==> src/rtl/dot_product_pkg.sv <==
// Shared types and helpers for the streaming dot-product engine.
package dot_product_pkg;

  typedef struct packed {
    logic valid;
    logic last;
  } beat_tag_t;

  function automatic int unsigned acc_width(input int unsigned lanes, input int unsigned dw,
                                            input int unsigned beats);
    return 2 * dw + $clog2(lanes) + $clog2(beats);
  endfunction

  function automatic int unsigned lane_lo(input int unsigned lane, input int unsigned width);
    return lane * width;
  endfunction

endpackage

==> src/rtl/dp_adder_tree.sv <==
// Balanced adder-tree reduction of LANES inputs with a single output register.
module dp_adder_tree
  import dot_product_pkg::*;
#(
  parameter int unsigned LANES  = 8,
  parameter int unsigned IW     = 16,
  parameter int unsigned SIGNED = 0
) (
  input  logic                            clk,
  input  logic                            reset,
  input  logic                            en_i,
  input  logic [LANES*IW-1:0]             in_data_i,
  input  beat_tag_t                       in_tag_i,
  output logic [IW+$clog2(LANES)-1:0]     out_sum_o,
  output beat_tag_t                       out_tag_o
);

  localparam int unsigned LEVELS = $clog2(LANES);
  localparam int unsigned OW     = IW + LEVELS;

  logic [OW-1:0] sum_q;
  beat_tag_t     tag_q;

  // Level 0 holds width-extended leaves; each further level halves the node count.
  for (genvar l = 0; l <= LEVELS; l++) begin : g_lvl
    logic [OW-1:0] s [LANES >> l];
    for (genvar j = 0; j < (LANES >> l); j++) begin : g_node
      if (l == 0) begin : g_leaf
        if (SIGNED != 0) begin : g_sx
          assign s[j] = OW'($signed(in_data_i[lane_lo(j, IW) +: IW]));
        end else begin : g_zx
          assign s[j] = OW'(in_data_i[lane_lo(j, IW) +: IW]);
        end
      end else begin : g_add
        assign s[j] = g_lvl[l-1].s[2*j] + g_lvl[l-1].s[2*j+1];
      end
    end
  end

  always_ff @(posedge clk) begin
    if (reset) begin
      sum_q <= '0;
      tag_q <= '0;
    end else if (en_i) begin
      sum_q <= g_lvl[LEVELS].s[0];
      tag_q <= in_tag_i;
    end
  end

  assign out_sum_o = sum_q;
  assign out_tag_o = tag_q;

endmodule

==> src/rtl/dot_product_stream.sv <==
// Streaming pipelined dot product: S1 multipliers, S2 adder tree, S3 accumulator/output.
module dot_product_stream
  import dot_product_pkg::*;
#(
  parameter int unsigned LANES     = 8,
  parameter int unsigned DW        = 8,
  parameter int unsigned SIGNED    = 0,
  parameter int unsigned MAX_BEATS = 16
) (
  input  logic                                        clk,
  input  logic                                        reset,
  input  logic                                        in_valid,
  output logic                                        in_ready,
  input  logic [LANES*DW-1:0]                         in_a,
  input  logic [LANES*DW-1:0]                         in_b,
  input  logic                                        in_last,
  output logic                                        out_valid,
  input  logic                                        out_ready,
  output logic [acc_width(LANES, DW, MAX_BEATS)-1:0]  out_data,
  output logic [$clog2(MAX_BEATS):0]                  out_beats,
  output logic                                        err_beats
);

  localparam int unsigned PW    = 2 * DW;
  localparam int unsigned SUM_W = PW + $clog2(LANES);
  localparam int unsigned ACC_W = acc_width(LANES, DW, MAX_BEATS);
  localparam int unsigned CNT_W = $clog2(MAX_BEATS) + 1;
  localparam logic [CNT_W-1:0] CNT_MAX = CNT_W'(MAX_BEATS);

  logic                  stall;
  logic [LANES*PW-1:0]   prod_d, prod_q;
  beat_tag_t             s1_tag_q, s2_tag;
  logic [SUM_W-1:0]      s2_sum;
  logic [ACC_W-1:0]      sum_ext, acc_sum, acc_d, acc_q;
  logic [CNT_W-1:0]      beats_n, cnt_d, cnt_q;
  logic                  err_d, err_q;
  logic                  out_valid_d, out_valid_q;
  logic [ACC_W-1:0]      out_data_d, out_data_q;
  logic [CNT_W-1:0]      out_beats_d, out_beats_q;

  assign stall    = out_valid_q && !out_ready;
  assign in_ready = !stall;

  for (genvar g = 0; g < LANES; g++) begin : g_lane
    logic [DW-1:0] a_l, b_l;
    logic [PW-1:0] ax, bx;
    assign a_l = in_a[lane_lo(g, DW) +: DW];
    assign b_l = in_b[lane_lo(g, DW) +: DW];
    if (SIGNED != 0) begin : g_sx
      assign ax = {{DW{a_l[DW-1]}}, a_l};
      assign bx = {{DW{b_l[DW-1]}}, b_l};
    end else begin : g_zx
      assign ax = {{DW{1'b0}}, a_l};
      assign bx = {{DW{1'b0}}, b_l};
    end
    assign prod_d[lane_lo(g, PW) +: PW] = ax * bx;
  end

  always_ff @(posedge clk) begin
    if (reset) begin
      prod_q   <= '0;
      s1_tag_q <= '0;
    end else if (!stall) begin
      prod_q         <= prod_d;
      s1_tag_q.valid <= in_valid;
      s1_tag_q.last  <= in_valid && in_last;
    end
  end

  dp_adder_tree #(
    .LANES  (LANES),
    .IW     (PW),
    .SIGNED (SIGNED)
  ) u_tree (
    .clk       (clk),
    .reset     (reset),
    .en_i      (in_ready),
    .in_data_i (prod_q),
    .in_tag_i  (s1_tag_q),
    .out_sum_o (s2_sum),
    .out_tag_o (s2_tag)
  );

  // A last beat closes the vector and zeroes the accumulator so the next beat starts fresh.
  always_comb begin
    if (SIGNED != 0) sum_ext = ACC_W'($signed(s2_sum));
    else             sum_ext = ACC_W'(s2_sum);
    acc_sum     = acc_q + sum_ext;
    beats_n     = (cnt_q == CNT_MAX) ? CNT_MAX : cnt_q + 1'b1;
    acc_d       = acc_q;
    cnt_d       = cnt_q;
    err_d       = err_q;
    out_valid_d = 1'b0;
    out_data_d  = '0;
    out_beats_d = '0;
    if (s2_tag.valid) begin
      if (s2_tag.last) begin
        out_valid_d = 1'b1;
        out_data_d  = acc_sum;
        out_beats_d = beats_n;
        acc_d       = '0;
        cnt_d       = '0;
      end else begin
        acc_d = acc_sum;
        cnt_d = beats_n;
        if (cnt_q == CNT_MAX) err_d = 1'b1;
      end
    end
  end

  always_ff @(posedge clk) begin
    if (reset) begin
      acc_q       <= '0;
      cnt_q       <= '0;
      err_q       <= 1'b0;
      out_valid_q <= 1'b0;
      out_data_q  <= '0;
      out_beats_q <= '0;
    end else if (!stall) begin
      acc_q       <= acc_d;
      cnt_q       <= cnt_d;
      err_q       <= err_d;
      out_valid_q <= out_valid_d;
      out_data_q  <= out_data_d;
      out_beats_q <= out_beats_d;
    end
  end

  assign out_valid = out_valid_q;
  assign out_data  = out_data_q;
  assign out_beats = out_beats_q;
  assign err_beats = err_q;

endmodule

==> config.mk <==
export PLATFORM = sky130hd
export DESIGN_NAME = dot_product_stream
export DESIGN_NICKNAME = d
export VERILOG_FILES = /design/src/rtl/dot_product_pkg.sv /design/src/rtl/dp_adder_tree.sv /design/src/rtl/dot_product_stream.sv
export SDC_FILE = /design/constraint.sdc
export NUM_CORES = 2
export LEC_CHECK = 0
export CORE_UTILIZATION = 63
export DETAILED_ROUTE_END_ITERATION = 7
export GPL_TIMING_DRIVEN = 0
export PLACE_DENSITY = 0.84
export SLEW_MARGIN = 0
export SYNTH_ARGS = -nofsm -noshare
export SYNTH_HDL_FRONTEND = slang
export SYNTH_SLANG_ARGS = --single-unit
export TNS_END_PERCENT = 30
==> constraint.sdc <==
create_clock -name clk -period 5.9 [get_ports clk]
set_clock_uncertainty 0.15 [all_clocks]
set_input_delay 1.475 -clock clk [delete_from_list [all_inputs] [get_ports clk]]
set_output_delay 1.475 -clock clk [all_outputs]
set_load 0.05 [all_outputs]
==> impl_results.rst <==
.. list-table::
   :header-rows: 1

   * - Metric
     - Value
   * - Final Instance Count excl. Fillers
     - approximately 4200
   * - Antenna violations before repair
     - 0
   * - Power density over the cells
     - 532.4 nW/µm²
   * - Layout cells sized above 1
     - under 10%
   * - Number of flops mapped to enable cells by yosys
     - 0
   * - CTS tree
     - built
   * - Delay of the slowest cell on the worst path
     - about 640 ps
   * - Hold-fix buffers, CTS
     - 0
   * - Library cell contributing the largest single delay on the critical path
     - sky130_fd_sc_hd__dlygate4sd2_1
   * - Period minus WS final
     - approximately 6000 ps
   * - Clock slew seen by the registers of the worst setup and hold paths
     - 60 ps
   * - Synthesized area per cell
     - roughly 8.4 µm²
   * - Wire length of the first global-routing pass
     - about 120 mm
   * - Worst hold path stage count
     - 2
   * - Cell type with the highest aggregate area in the netlist
     - sky130_fd_sc_hd__fa_1
   * - Status
     - complete, no violations
   * - Placed cell count
     - slightly above 4000
   * - Via count of the first global-routing pass
     - 23910
   * - Reg-to-Reg End
     - u_tree.out_sum_o[16]
   * - Number of buffers created by CTS
     - 23
   * - Reg2Reg Launch Point
     - prod_q[64]
   * - DRC violations left
     - 0
   * - Die boundary height
     - 214.6 µm
   * - Post-synthesis sequential area ratio
     - between 10% and 20%
   * - Remaining number of nets flagged by the antenna check after routing
     - 0
   * - Count of cells along the worst register-to-register path
     - 21
   * - Average wire per standard cell
     - between 15 and 20 µm
   * - Startpoint of the most critical hold path
     - out_data[19]
   * - Cells after synthesis
     - roughly 3400
   * - Top area cells in the synthesized netlist
     - sky130_fd_sc_hd__fa_1, sky130_fd_sc_hd__ha_1, sky130_fd_sc_hd__dfxtp_1
   * - I/O pin total
     - around 160
   * - Number of placement rows
     - 77
   * - Critical setup path kind
     - in -> out
   * - Ys Warns
     - 0
   * - Arrival time worst endpoint
     - around 4200 ps
   * - Most frequently used flop master after synthesis
     - sky130_fd_sc_hd__dfxtp_1
   * - Clock Root Buffer
     - sky130_fd_sc_hd__clkbuf_16
   * - CTS sink cnt
     - 209
   * - Full die area
     - ~46000 µm²
   * - Element type at the critical path end
     - primary output
   * - Placeable core area
     - between 40000 and 50000 µm²
   * - Sum of negative setup slack
     - 0 ps
   * - Cell repeated most along the worst path
     - sky130_fd_sc_hd__clkbuf_2
   * - Post-detailed-route via-to-cell ratio
     - slightly below 6
   * - Number of max-cap violations
     - 0
   * - Vias
     - ~24000
   * - Pin count of the biggest net entering global routing
     - 15
   * - Maximum vdd drop
     - 954.0 µV
   * - Buffers & Inverters on Critical Path
     - 5
   * - Post-synthesis register bit count
     - roughly 210
   * - Final Hold Viols
     - 0
   * - Leakage dissipation
     - 15.92 nW
   * - Yosys cell types
     - between 70 and 80
   * - Post-detailed-placement half-perimeter wirelength
     - 58.30 mm
   * - RePlAce Congestion
     - ~0.99
   * - Register-to-register setup slack
     - approximately 500 ps
   * - Highest net fanout along the worst path
     - 12
   * - Initial Utilization
     - between 60% and 70%
   * - H-tree lvl count
     - 1
   * - Cell Area, Placed
     - 30770 µm²
   * - Final setup violating endpoints
     - 0
   * - Global Route Usage Sum
     - between 30% and 40%
   * - Worst path required time
     - 4280 ps
   * - Period Utilization, post-route
     - 99.20%
   * - Dominant delay contributor by cell family on the critical path
     - buffers and inverters
   * - Max-slew violation count
     - 0
   * - First-pass detailed-route iteration total
     - 6
   * - Detailed router's first-iteration violation count
     - 1838
   * - Area share of the leading cell type in the synthesized netlist
     - approximately 23%
   * - Measured slew at the worst slew-check pin
     - ~1200 ps
   * - Crit path launch type
     - input pin
   * - Total of buffers placed on input and output ports
     - 155
   * - Cell Area, Synth
     - 28480 µm²
   * - Relative slew slack
     - a little over a fifth
   * - Sum of overflow across all layers after global routing
     - 0
   * - Wirelength, routed
     - 72.63 mm
   * - Fmax
     - roughly 170 MHz
   * - Synthesized Nets
     - between 4000 and 5000
   * - Cell-by-cell trace of the critical path
     - clkdlybuf4s50_1 > nor2b_1 > inv_1 > clkbuf_2 > clkbuf_2 > dlygate4sd2_1
   * - Power, Total
     - ~0.017 W
   * - Cell count along the critical path
     - 6
   * - Clock insertion delay at the later pin of the skew report
     - between 500 and 600 ps
   * - DIE WIDTH
     - ~210 µm
   * - Hold Worst Slack
     - ~300 ps
   * - Min-Delay Endpoint
     - out_data[19]
   * - Path class of the lowest-slack min-delay path
     - reg -> reg
   * - Async set or reset register ratio after synthesis
     - 0%
   * - Clock Path Buffers
     - 3
   * - Layout area overhead
     - 11.22%
   * - Final net count
     - 4415
   * - Post-route standard cell area excluding fillers
     - approximately 32000 µm²
   * - Antenna Diode Count
     - 0
   * - Count of fill cells added during filler insertion
     - approximately 3500
-- registers in the layout (all words and copies together) (netlist names) --
signal and count:
u_tree.out_tag_o 2, err_beats 1, out_valid 1, cnt_q 5
prod_q 128, u_tree.out_sum_o 19, acc_q 23, out_data 23
out_beats 5, s1_tag_q 2
-- cells in the final DEF (no fill, tap or decap), types with 63 or more instances in the layout --
cell                              synthesis  routed
sky130_fd_sc_hd__a21oi_1                199     199
sky130_fd_sc_hd__nand2_1                456     456
sky130_fd_sc_hd__and2_1                 252     252
sky130_fd_sc_hd__ha_1                   391     391
sky130_fd_sc_hd__inv_1                  491     491
sky130_fd_sc_hd__clkdlybuf4s50_1          0      89
sky130_fd_sc_hd__dfxtp_1                209     209
sky130_fd_sc_hd__xnor2_1                 63      63
sky130_fd_sc_hd__dlymetal6s2s_1           0      64
sky130_fd_sc_hd__fa_1                   327     327
sky130_fd_sc_hd__clkbuf_1                72      73
sky130_fd_sc_hd__nor2_1                 142     142
sky130_fd_sc_hd__o21ai_0                131     130
-- metal layers --
metal | routed length, µm | part of all wire (%) | global-route usage (%)
met3 | 5294 | 7.3 | 2.780
met5 | 0 | 0 | 0
met4 | 2525 | 3.5 | 10.71
met2 | 33480 | 46 | 53.44
met1 | 31320 | 43 | 43.33
-- kinds of logic after synthesis --
family | synth area share, %
simple gates | 18.54
xor+xnor | 3.814
compound gates | 15.15
buf+inv | 7.496
fa+ha+maj | 40.17
mux | 0.1450
flops | 14.69
-- layout make-up --
cell class	count	area, µm²	area share [%]
Tap cell	592	740.7	2.339
Inverter	491	1843	5.819
Clock inverter	10	95.09	0.3002
Buffer	76	290.3	0.9165
Multi-Input combinational cell	2608	22180	70.02
Clock buffer	30	631.9	1.995
Sequential cell	209	4184	13.21
Timing Repair Buffer	155	1709	5.396
-- Yosys cell counts, types with 13 or more instances --
| master | n |
|---|---|
| sky130_fd_sc_hd__o21a_1 | 54 |
| sky130_fd_sc_hd__nor3_1 | 59 |
| sky130_fd_sc_hd__nand3_1 | 50 |
| sky130_fd_sc_hd__xor2_1 | 61 |
| sky130_fd_sc_hd__inv_1 | 491 |
| sky130_fd_sc_hd__a21o_1 | 44 |
| sky130_fd_sc_hd__o21ai_0 | 131 |
| sky130_fd_sc_hd__a31oi_1 | 34 |
| sky130_fd_sc_hd__o21bai_1 | 13 |
| sky130_fd_sc_hd__fa_1 | 327 |
| sky130_fd_sc_hd__dfxtp_1 | 209 |
| sky130_fd_sc_hd__nor2b_1 | 24 |
| sky130_fd_sc_hd__or3_1 | 36 |
| sky130_fd_sc_hd__a22oi_1 | 27 |
| sky130_fd_sc_hd__and2_1 | 252 |
| sky130_fd_sc_hd__o2bb2ai_1 | 16 |
| sky130_fd_sc_hd__xnor2_1 | 63 |
| sky130_fd_sc_hd__clkbuf_1 | 72 |
| sky130_fd_sc_hd__a21oi_1 | 199 |
| sky130_fd_sc_hd__nand2b_1 | 18 |
| sky130_fd_sc_hd__ha_1 | 391 |
| sky130_fd_sc_hd__nand2_1 | 456 |
| sky130_fd_sc_hd__nor2_1 | 142 |
| sky130_fd_sc_hd__a211oi_1 | 46 |
-- where the power goes --
part,leakage (nW),internal [W],switching [W]
logic,13.9,0.00579,0.00757
clock network,0.341,0.000802,0.000605
registers,1.72,0.00182,0.000269
-- metrics by stage --
step                      utilization [%]  setup WS [ps]
after floorplan                         -          483.1
final                               71.31          47.44
after global placement              69.28         -957.5
after CTS                           70.92          14.76
after detailed placement            69.28         -954.3
after global routing                71.31         -6.438
-- worst max-delay path by stage --
stage / from / endpoint / slack (ps)
final: out_ready / in_ready / 50
after global routing: in_b[12] / prod_q[29] / -6
after CTS: in_b[58] / prod_q[126] / 10
after detailed placement: out_ready / in_ready / -950
after global placement: out_ready / in_ready / -960
after floorplan: in_a[61] / prod_q[125] / 480
-- tightest hold or removal path: cells and delay by family (launching register included) --
family / cells / cell delay (ps)
simple gates: 1 / 50
flops: 1 / 310
compound gates: 1 / 50
-- timing repair --
action | CTS | global route
pin swaps | 0 | 3
setup buffers | 0 | 0
endpoints found under the setup margin | 2 | 18
resized for setup | 5 | 67
Note: power is estimated with default switching activity, not from simulation.
